<file path="src/rtl/ppt_seq_pkg.sv">
// ppt_seq_pkg: widths, FSM states and phase entry type
// shared by the phase sequencer and its phase table.
package ppt_seq_pkg;

  localparam int CNT_W  = 16;
  localparam int OUT_W  = 4;
  localparam int NUM_PH = 4;
  localparam int PH_W   = 2;

  typedef enum logic [1:0] {
    S_IDLE,
    S_LOAD,
    S_RUN,
    S_DONE
  } seq_state_e;

  typedef struct packed {
    logic [CNT_W-1:0] count;
    logic [OUT_W-1:0] out;
  } phase_ent_t;

endpackage

</file>
<file path="src/rtl/ppt_phase_table.sv">
// ppt_phase_table: NUM_PH-entry phase register file,
// synchronous write, combinational read, async clear.
module ppt_phase_table
  import ppt_seq_pkg::*;
(
  input  logic            clk,
  input  logic            rst,
  input  logic            we_i,
  input  logic [PH_W-1:0] waddr_i,
  input  phase_ent_t      wdata_i,
  input  logic [PH_W-1:0] raddr_i,
  output phase_ent_t      rdata_o
);

  phase_ent_t mem_q [NUM_PH];

  // One entry written per strobe; whole table clears on reset.
  always_ff @(posedge clk or posedge rst) begin
    if (rst) begin
      for (int i = 0; i < NUM_PH; i++) begin
        mem_q[i] <= '0;
      end
    end else if (we_i) begin
      mem_q[waddr_i] <= wdata_i;
    end
  end

  assign rdata_o = mem_q[raddr_i];

endmodule

</file>
<file path="src/rtl/ppt_phase_sequencer.sv">
// ppt_phase_sequencer: steps the pulse counter through the phase table.
// Optional per-phase watchdog enabled by `define PPT_SEQ_TIMEOUT_EN.
module ppt_phase_sequencer
  import ppt_seq_pkg::*;
#(
  parameter int TIMEOUT_CYC = 65535
)
(
  input  logic             clk,
  input  logic             rst,
  input  logic             cfg_we,
  input  logic [PH_W-1:0]  cfg_addr,
  input  logic [CNT_W-1:0] cfg_count,
  input  logic [OUT_W-1:0] cfg_out,
  input  logic [PH_W-1:0]  last_ph,
  input  logic             loop_en,
  input  logic             start,
  input  logic             abort,
  output logic [CNT_W-1:0] cnt_load,
  output logic             cnt_run,
  input  logic             cnt_done,
  output logic [OUT_W-1:0] phase_out,
  output logic [PH_W-1:0]  phase_idx,
  output logic             busy,
  output logic             seq_done,
  output logic [7:0]       loop_cnt,
  output logic             timeout_err
);

  seq_state_e       state_q;
  logic [PH_W-1:0]  idx_q;
  logic [PH_W-1:0]  last_q;
  logic [PH_W-1:0]  nxt_idx_d;
  logic [CNT_W-1:0] cnt_load_q;
  logic [OUT_W-1:0] phase_out_q;
  logic             cnt_run_q;
  logic             busy_q;
  logic             seq_done_q;
  logic [7:0]       loop_q;
  phase_ent_t       wr_ent;
  phase_ent_t       rd_ent;

`ifdef PPT_SEQ_TIMEOUT_EN
  localparam int WD_W = $clog2(TIMEOUT_CYC + 1);
  logic [WD_W-1:0] wd_q;
  logic            tmo_q;
  assign timeout_err = tmo_q;
`else
  assign timeout_err = 1'b0;
`endif

  assign wr_ent = '{count: cfg_count, out: cfg_out};

  ppt_phase_table u_table (
    .clk     (clk),
    .rst     (rst),
    .we_i    (cfg_we),
    .waddr_i (cfg_addr),
    .wdata_i (wr_ent),
    .raddr_i (nxt_idx_d),
    .rdata_o (rd_ent)
  );

  always_comb begin
    nxt_idx_d = '0;
    if (state_q == S_RUN && idx_q != last_q) begin
      nxt_idx_d = idx_q + PH_W'(1);
    end
  end

  always_ff @(posedge clk or posedge rst) begin
    if (rst) begin
      state_q     <= S_IDLE;
      idx_q       <= '0;
      last_q      <= '0;
      cnt_load_q  <= '0;
      phase_out_q <= '0;
      cnt_run_q   <= 1'b0;
      busy_q      <= 1'b0;
      seq_done_q  <= 1'b0;
      loop_q      <= '0;
`ifdef PPT_SEQ_TIMEOUT_EN
      wd_q        <= '0;
      tmo_q       <= 1'b0;
`endif
    end else if (abort) begin
      state_q     <= S_IDLE;
      phase_out_q <= '0;
      cnt_run_q   <= 1'b0;
      busy_q      <= 1'b0;
      seq_done_q  <= 1'b0;
    end else begin
      seq_done_q <= 1'b0;
      unique case (state_q)
        S_IDLE: begin
          if (start) begin
            state_q     <= S_LOAD;
            idx_q       <= '0;
            last_q      <= last_ph;
            loop_q      <= '0;
            busy_q      <= 1'b1;
            cnt_load_q  <= rd_ent.count;
            phase_out_q <= rd_ent.out;
`ifdef PPT_SEQ_TIMEOUT_EN
            tmo_q       <= 1'b0;
`endif
          end
        end
        S_LOAD: begin
          state_q   <= S_RUN;
          cnt_run_q <= 1'b1;
`ifdef PPT_SEQ_TIMEOUT_EN
          wd_q      <= '0;
`endif
        end
        S_RUN: begin
          if (cnt_done) begin
            cnt_run_q <= 1'b0;
            if (idx_q != last_q || loop_en) begin
              state_q     <= S_LOAD;
              idx_q       <= nxt_idx_d;
              cnt_load_q  <= rd_ent.count;
              phase_out_q <= rd_ent.out;
              if (idx_q == last_q) begin
                loop_q <= loop_q + 8'd1;
              end
            end else begin
              state_q     <= S_DONE;
              phase_out_q <= '0;
              seq_done_q  <= 1'b1;
            end
          end
`ifdef PPT_SEQ_TIMEOUT_EN
          else if (wd_q == WD_W'(TIMEOUT_CYC - 1)) begin
            state_q     <= S_IDLE;
            cnt_run_q   <= 1'b0;
            phase_out_q <= '0;
            busy_q      <= 1'b0;
            tmo_q       <= 1'b1;
          end else begin
            wd_q <= wd_q + WD_W'(1);
          end
`endif
        end
        S_DONE: begin
          state_q <= S_IDLE;
          busy_q  <= 1'b0;
        end
        default: state_q <= S_IDLE;
      endcase
    end
  end

  assign cnt_load  = cnt_load_q;
  assign cnt_run   = cnt_run_q;
  assign phase_out = phase_out_q;
  assign phase_idx = idx_q;
  assign busy      = busy_q;
  assign seq_done  = seq_done_q;
  assign loop_cnt  = loop_q;

endmodule

</file>
<file path="config.mk">
export PLATFORM = sky130hd
export DESIGN_NAME = ppt_phase_sequencer
export DESIGN_NICKNAME = d
export VERILOG_FILES = /design/src/rtl/ppt_seq_pkg.sv /design/src/rtl/ppt_phase_table.sv /design/src/rtl/ppt_phase_sequencer.sv
export SDC_FILE = /design/constraint.sdc
export NUM_CORES = 1
export LEC_CHECK = 0
export BUFFER_PORTS_ARGS = -buffer_cell sky130_fd_sc_hd__buf_2
export CAP_MARGIN = 20
export CORE_MARGIN = 3
export CORE_UTILIZATION = 50
export DETAILED_ROUTE_END_ITERATION = 16
export PLACE_DENSITY = 0.7
export SYNTH_ARGS = -nofsm -noshare
export SYNTH_HDL_FRONTEND = slang
export SYNTH_SLANG_ARGS = --single-unit
</file>
<file path="constraint.sdc">
create_clock -name clk -period 4.95 [get_ports clk]
set_input_delay 0.2475 -clock clk [delete_from_list [all_inputs] [get_ports clk]]
set_output_delay 0.2475 -clock clk [all_outputs]
set_load 0.005 [all_outputs]
</file>
==> run metrics <==
final cell utilization of the core=63.6%; overall overflow remaining after global route=0; number of detailed-routing iterations run before antenna repair=4; most common cell after layout, fill and taps aside=sky130_fd_sc_hd__dfrtp_1; number of cells on the worst reg-to-reg path=6; count of flip-flops with a built-in enable after synthesis=0; worst clock skew on the final layout=0.0110 ns; Root Driver=sky130_fd_sc_hd__clkbuf_8; total routing usage reported by global routing=between 20% and 30%; Slew HR=37.8%; average routed wire per standard cell=16.4 um; number of fill cells in the layout=772; data arrival time of the critical path=2.84 ns; worst-case clock buffer depth=2; reg-to-reg endpoint=cnt_load[2]; die outline height=between 100 and 150 um; RSZ-0062 raised after global routing=no; x dimension of the die=approximately 110 um; distinct cell type count after synthesis=39; #FFs+latches synth=117; Avg Vias per Cell=between 5 and 6; combined area of the multi-input logic cells=2260 um^2; fraction of layout instances using a drive strength above 1=37.6%; post-synthesis cell type with the largest combined area=sky130_fd_sc_hd__dfrtp_1; number of max-capacitance violations reported=0; outcome=complete, no violations; cts bufs inserted=17; worst-margin pin slew=between 0.9 and 1 ns; footprint of the flip-flops and latches=2930 um^2; type of element launching the critical path=flop; Port Buffer Count=63; Synth warnings=0; maximum clock frequency=414 MHz; data required time at the worst endpoint=5.37 ns; Worst Min Path Start=cfg_count[4]; core outline area=10300 um^2; prevailing post-synth register cell=sky130_fd_sc_hd__dfrtp_1; PostCTS Resize Cnt=0; count of antenna-violating nets left after detailed routing=0; Syn Std Cell Area=5320 um^2; worst path setup slack after routing=between 2 and 3 ns; share of the cycle needed by the critical path after routing=48.7%; leakage power of the design=a little under 3 nW; RD Place Congestion=0.768; final antenna diode count=0; placed cells=625; worst r2r src=state_q[0]; Non-Filler Instances=681; hold-fix buffers at CTS=23; Mapped Nets=approximately 470; Layout Area Growth over Synthesis=23.3%; power density relative to cell area=430 nW/um^2; Hold Path Depth=2; final hold violations=0; worst setup path class=flop to flop; summed negative setup slack over all endpoints=0 ns; DR vias=3719; violation count after the first detailed-route iteration=217; R2R Setup Slk=2.54 ns; Setup-failing EPs final=0; portion of the post-synthesis area used by sequential elements=between 50 and 60%; Place WS=between 2 and 3 ns; leading post-synthesis cells by cell area=sky130_fd_sc_hd__dfrtp_1, sky130_fd_sc_hd__mux2_2, sky130_fd_sc_hd__nand2_1, sky130_fd_sc_hd__and3_1, sky130_fd_sc_hd__o31ai_2; Clock H-tree levels=4; Net count, final=564; final-report max-slew violation count=0; share of the synthesized area in the top cell type=55.0%; largest driver fanout on the critical path=20; hold endpoint=u_table.mem_q[8]; HPWL reported at the end of detailed placement=6720 um; worst hold-check path type=input pin to flop; wirelength, routed=between 10000 and 15000 um; row count=37; Setup Buffers After CTS=0; number of clock sinks=117; clock latency on the worst-skew pair=0.52 ns; die area=11900 um^2; Avg Cell Area, Syn=~12 um^2; Clock transition at path regs=0.05 ns; peak supply drop=~170 uV; number of instances in the synthesized netlist=442; commonest non-fill, non-tap cells in the layout=sky130_fd_sc_hd__dfrtp_1, sky130_fd_sc_hd__mux2_2, sky130_fd_sc_hd__buf_2; kind of capture point of the worst setup path=flop; ports placed on the boundary=65; maximum number of pins on one net before global-route repair=78; initial antenna violation count=0; initial core utilization=51.6%; post-route DRC violation count=0; number of global-route vias before repair=3759; first-pass GRT wire length=between 15000 and 20000 um; final critical delay including setup and external delays=between 2 and 2.5 ns; TritonCTS clock tree=built; Post-synth ARST share=100%
[metal layers]
metal | routed length, um | track usage (%)
met1 | 4960 | 24.6
met2 | 5670 | 34.6
met3 | 457 | 5.98
met4 | 77 | 6.77
met5 | 0 | 0
[critical path: stages (launching register included)]
cell	delay, ns
sky130_fd_sc_hd__dfrtp_1	0.44
sky130_fd_sc_hd__nand2b_1	0.27
sky130_fd_sc_hd__a211oi_4	0.72
sky130_fd_sc_hd__buf_4	0.41
sky130_fd_sc_hd__nand2_1	0.08
sky130_fd_sc_hd__and3_1	0.17
sky130_fd_sc_hd__o31ai_2	0.21
[layout make-up]
cell class	count	share of cell area, %
flip-flops and latches	117	44.6
multi-input cells	293	34.4
repair buffers	97	9.61
clock buffers	29	7.76
well taps	136	2.59
clock inverters	3	0.610
inverters	6	0.381
[Yosys cell counts, types with 5 or more instances]
library cell	number
sky130_fd_sc_hd__o31ai_2	10
sky130_fd_sc_hd__nand2_1	61
sky130_fd_sc_hd__clkbuf_1	16
sky130_fd_sc_hd__a21oi_1	12
sky130_fd_sc_hd__buf_2	5
sky130_fd_sc_hd__nor2_1	9
sky130_fd_sc_hd__a211oi_2	9
sky130_fd_sc_hd__xnor2_1	5
sky130_fd_sc_hd__o31ai_1	11
sky130_fd_sc_hd__and2_1	10
sky130_fd_sc_hd__mux2_2	81
sky130_fd_sc_hd__a211oi_1	11
sky130_fd_sc_hd__inv_1	5
sky130_fd_sc_hd__dfrtp_1	117
sky130_fd_sc_hd__and3_1	21
sky130_fd_sc_hd__and2_0	7
sky130_fd_sc_hd__o21ai_0	9
[power breakdown]
part           switching [mW]  internal (mW)
clock                   0.394          0.731
combinational           0.211          0.246
sequential              0.103           1.14
total                   0.708           2.11
[flip-flops by register name, indices dropped and copies added, names as in the netlist]
name	cells
state_q	2
cnt_run	1
loop_cnt	8
last_q	2
phase_out	4
busy	1
phase_idx	2
cnt_load	16
u_table.mem_q	80
seq_done	1
[how the worst max path moves through the flow]
stage | slack (ns) | depth (start not counted) | startpoint | end
after CTS | 2.52 | 6 | phase_idx[1] | cnt_load[12]
after detailed placement | 2.52 | 6 | phase_idx[1] | cnt_load[12]
final | 2.54 | 6 | state_q[0] | cnt_load[2]
after global routing | 2.34 | 6 | state_q[0] | cnt_load[14]
after global placement | 2.60 | 6 | state_q[0] | cnt_load[7]
after floorplan | 1.60 | 1 | rst | busy
[per-stage QoR]
stage	total power [mW]	hold WS [ns]	cell area, um^2
3_3_place_gp	1.68	0.459	5770
5_1_grt	2.97	0.00399	6560
6_report	2.82	0.0220	6560
4_1_cts	2.85	0.00129	6550
3_5_place_dp	1.70	0.468	5770
2_1_floorplan	1.55	0.314	5320
[kinds of logic (layout without fill, tap and decap cells)]
| group | count (synthesis) | in the layout | synth area share (%) |
|---|---|---|---|
| mux | 81 | 81 | 17.1 |
| fa+ha+maj | 1 | 1 | 0.235 |
| compound gates | 72 | 72 | 11.4 |
| xor+xnor | 6 | 6 | 1.13 |
| flops | 117 | 117 | 55.0 |
| buf+inv | 32 | 135 | 2.87 |
| other cells | 1 | 1 | 0.0704 |
| simple gates | 132 | 132 | 12.2 |
Power figures use the tool's default switching activity.
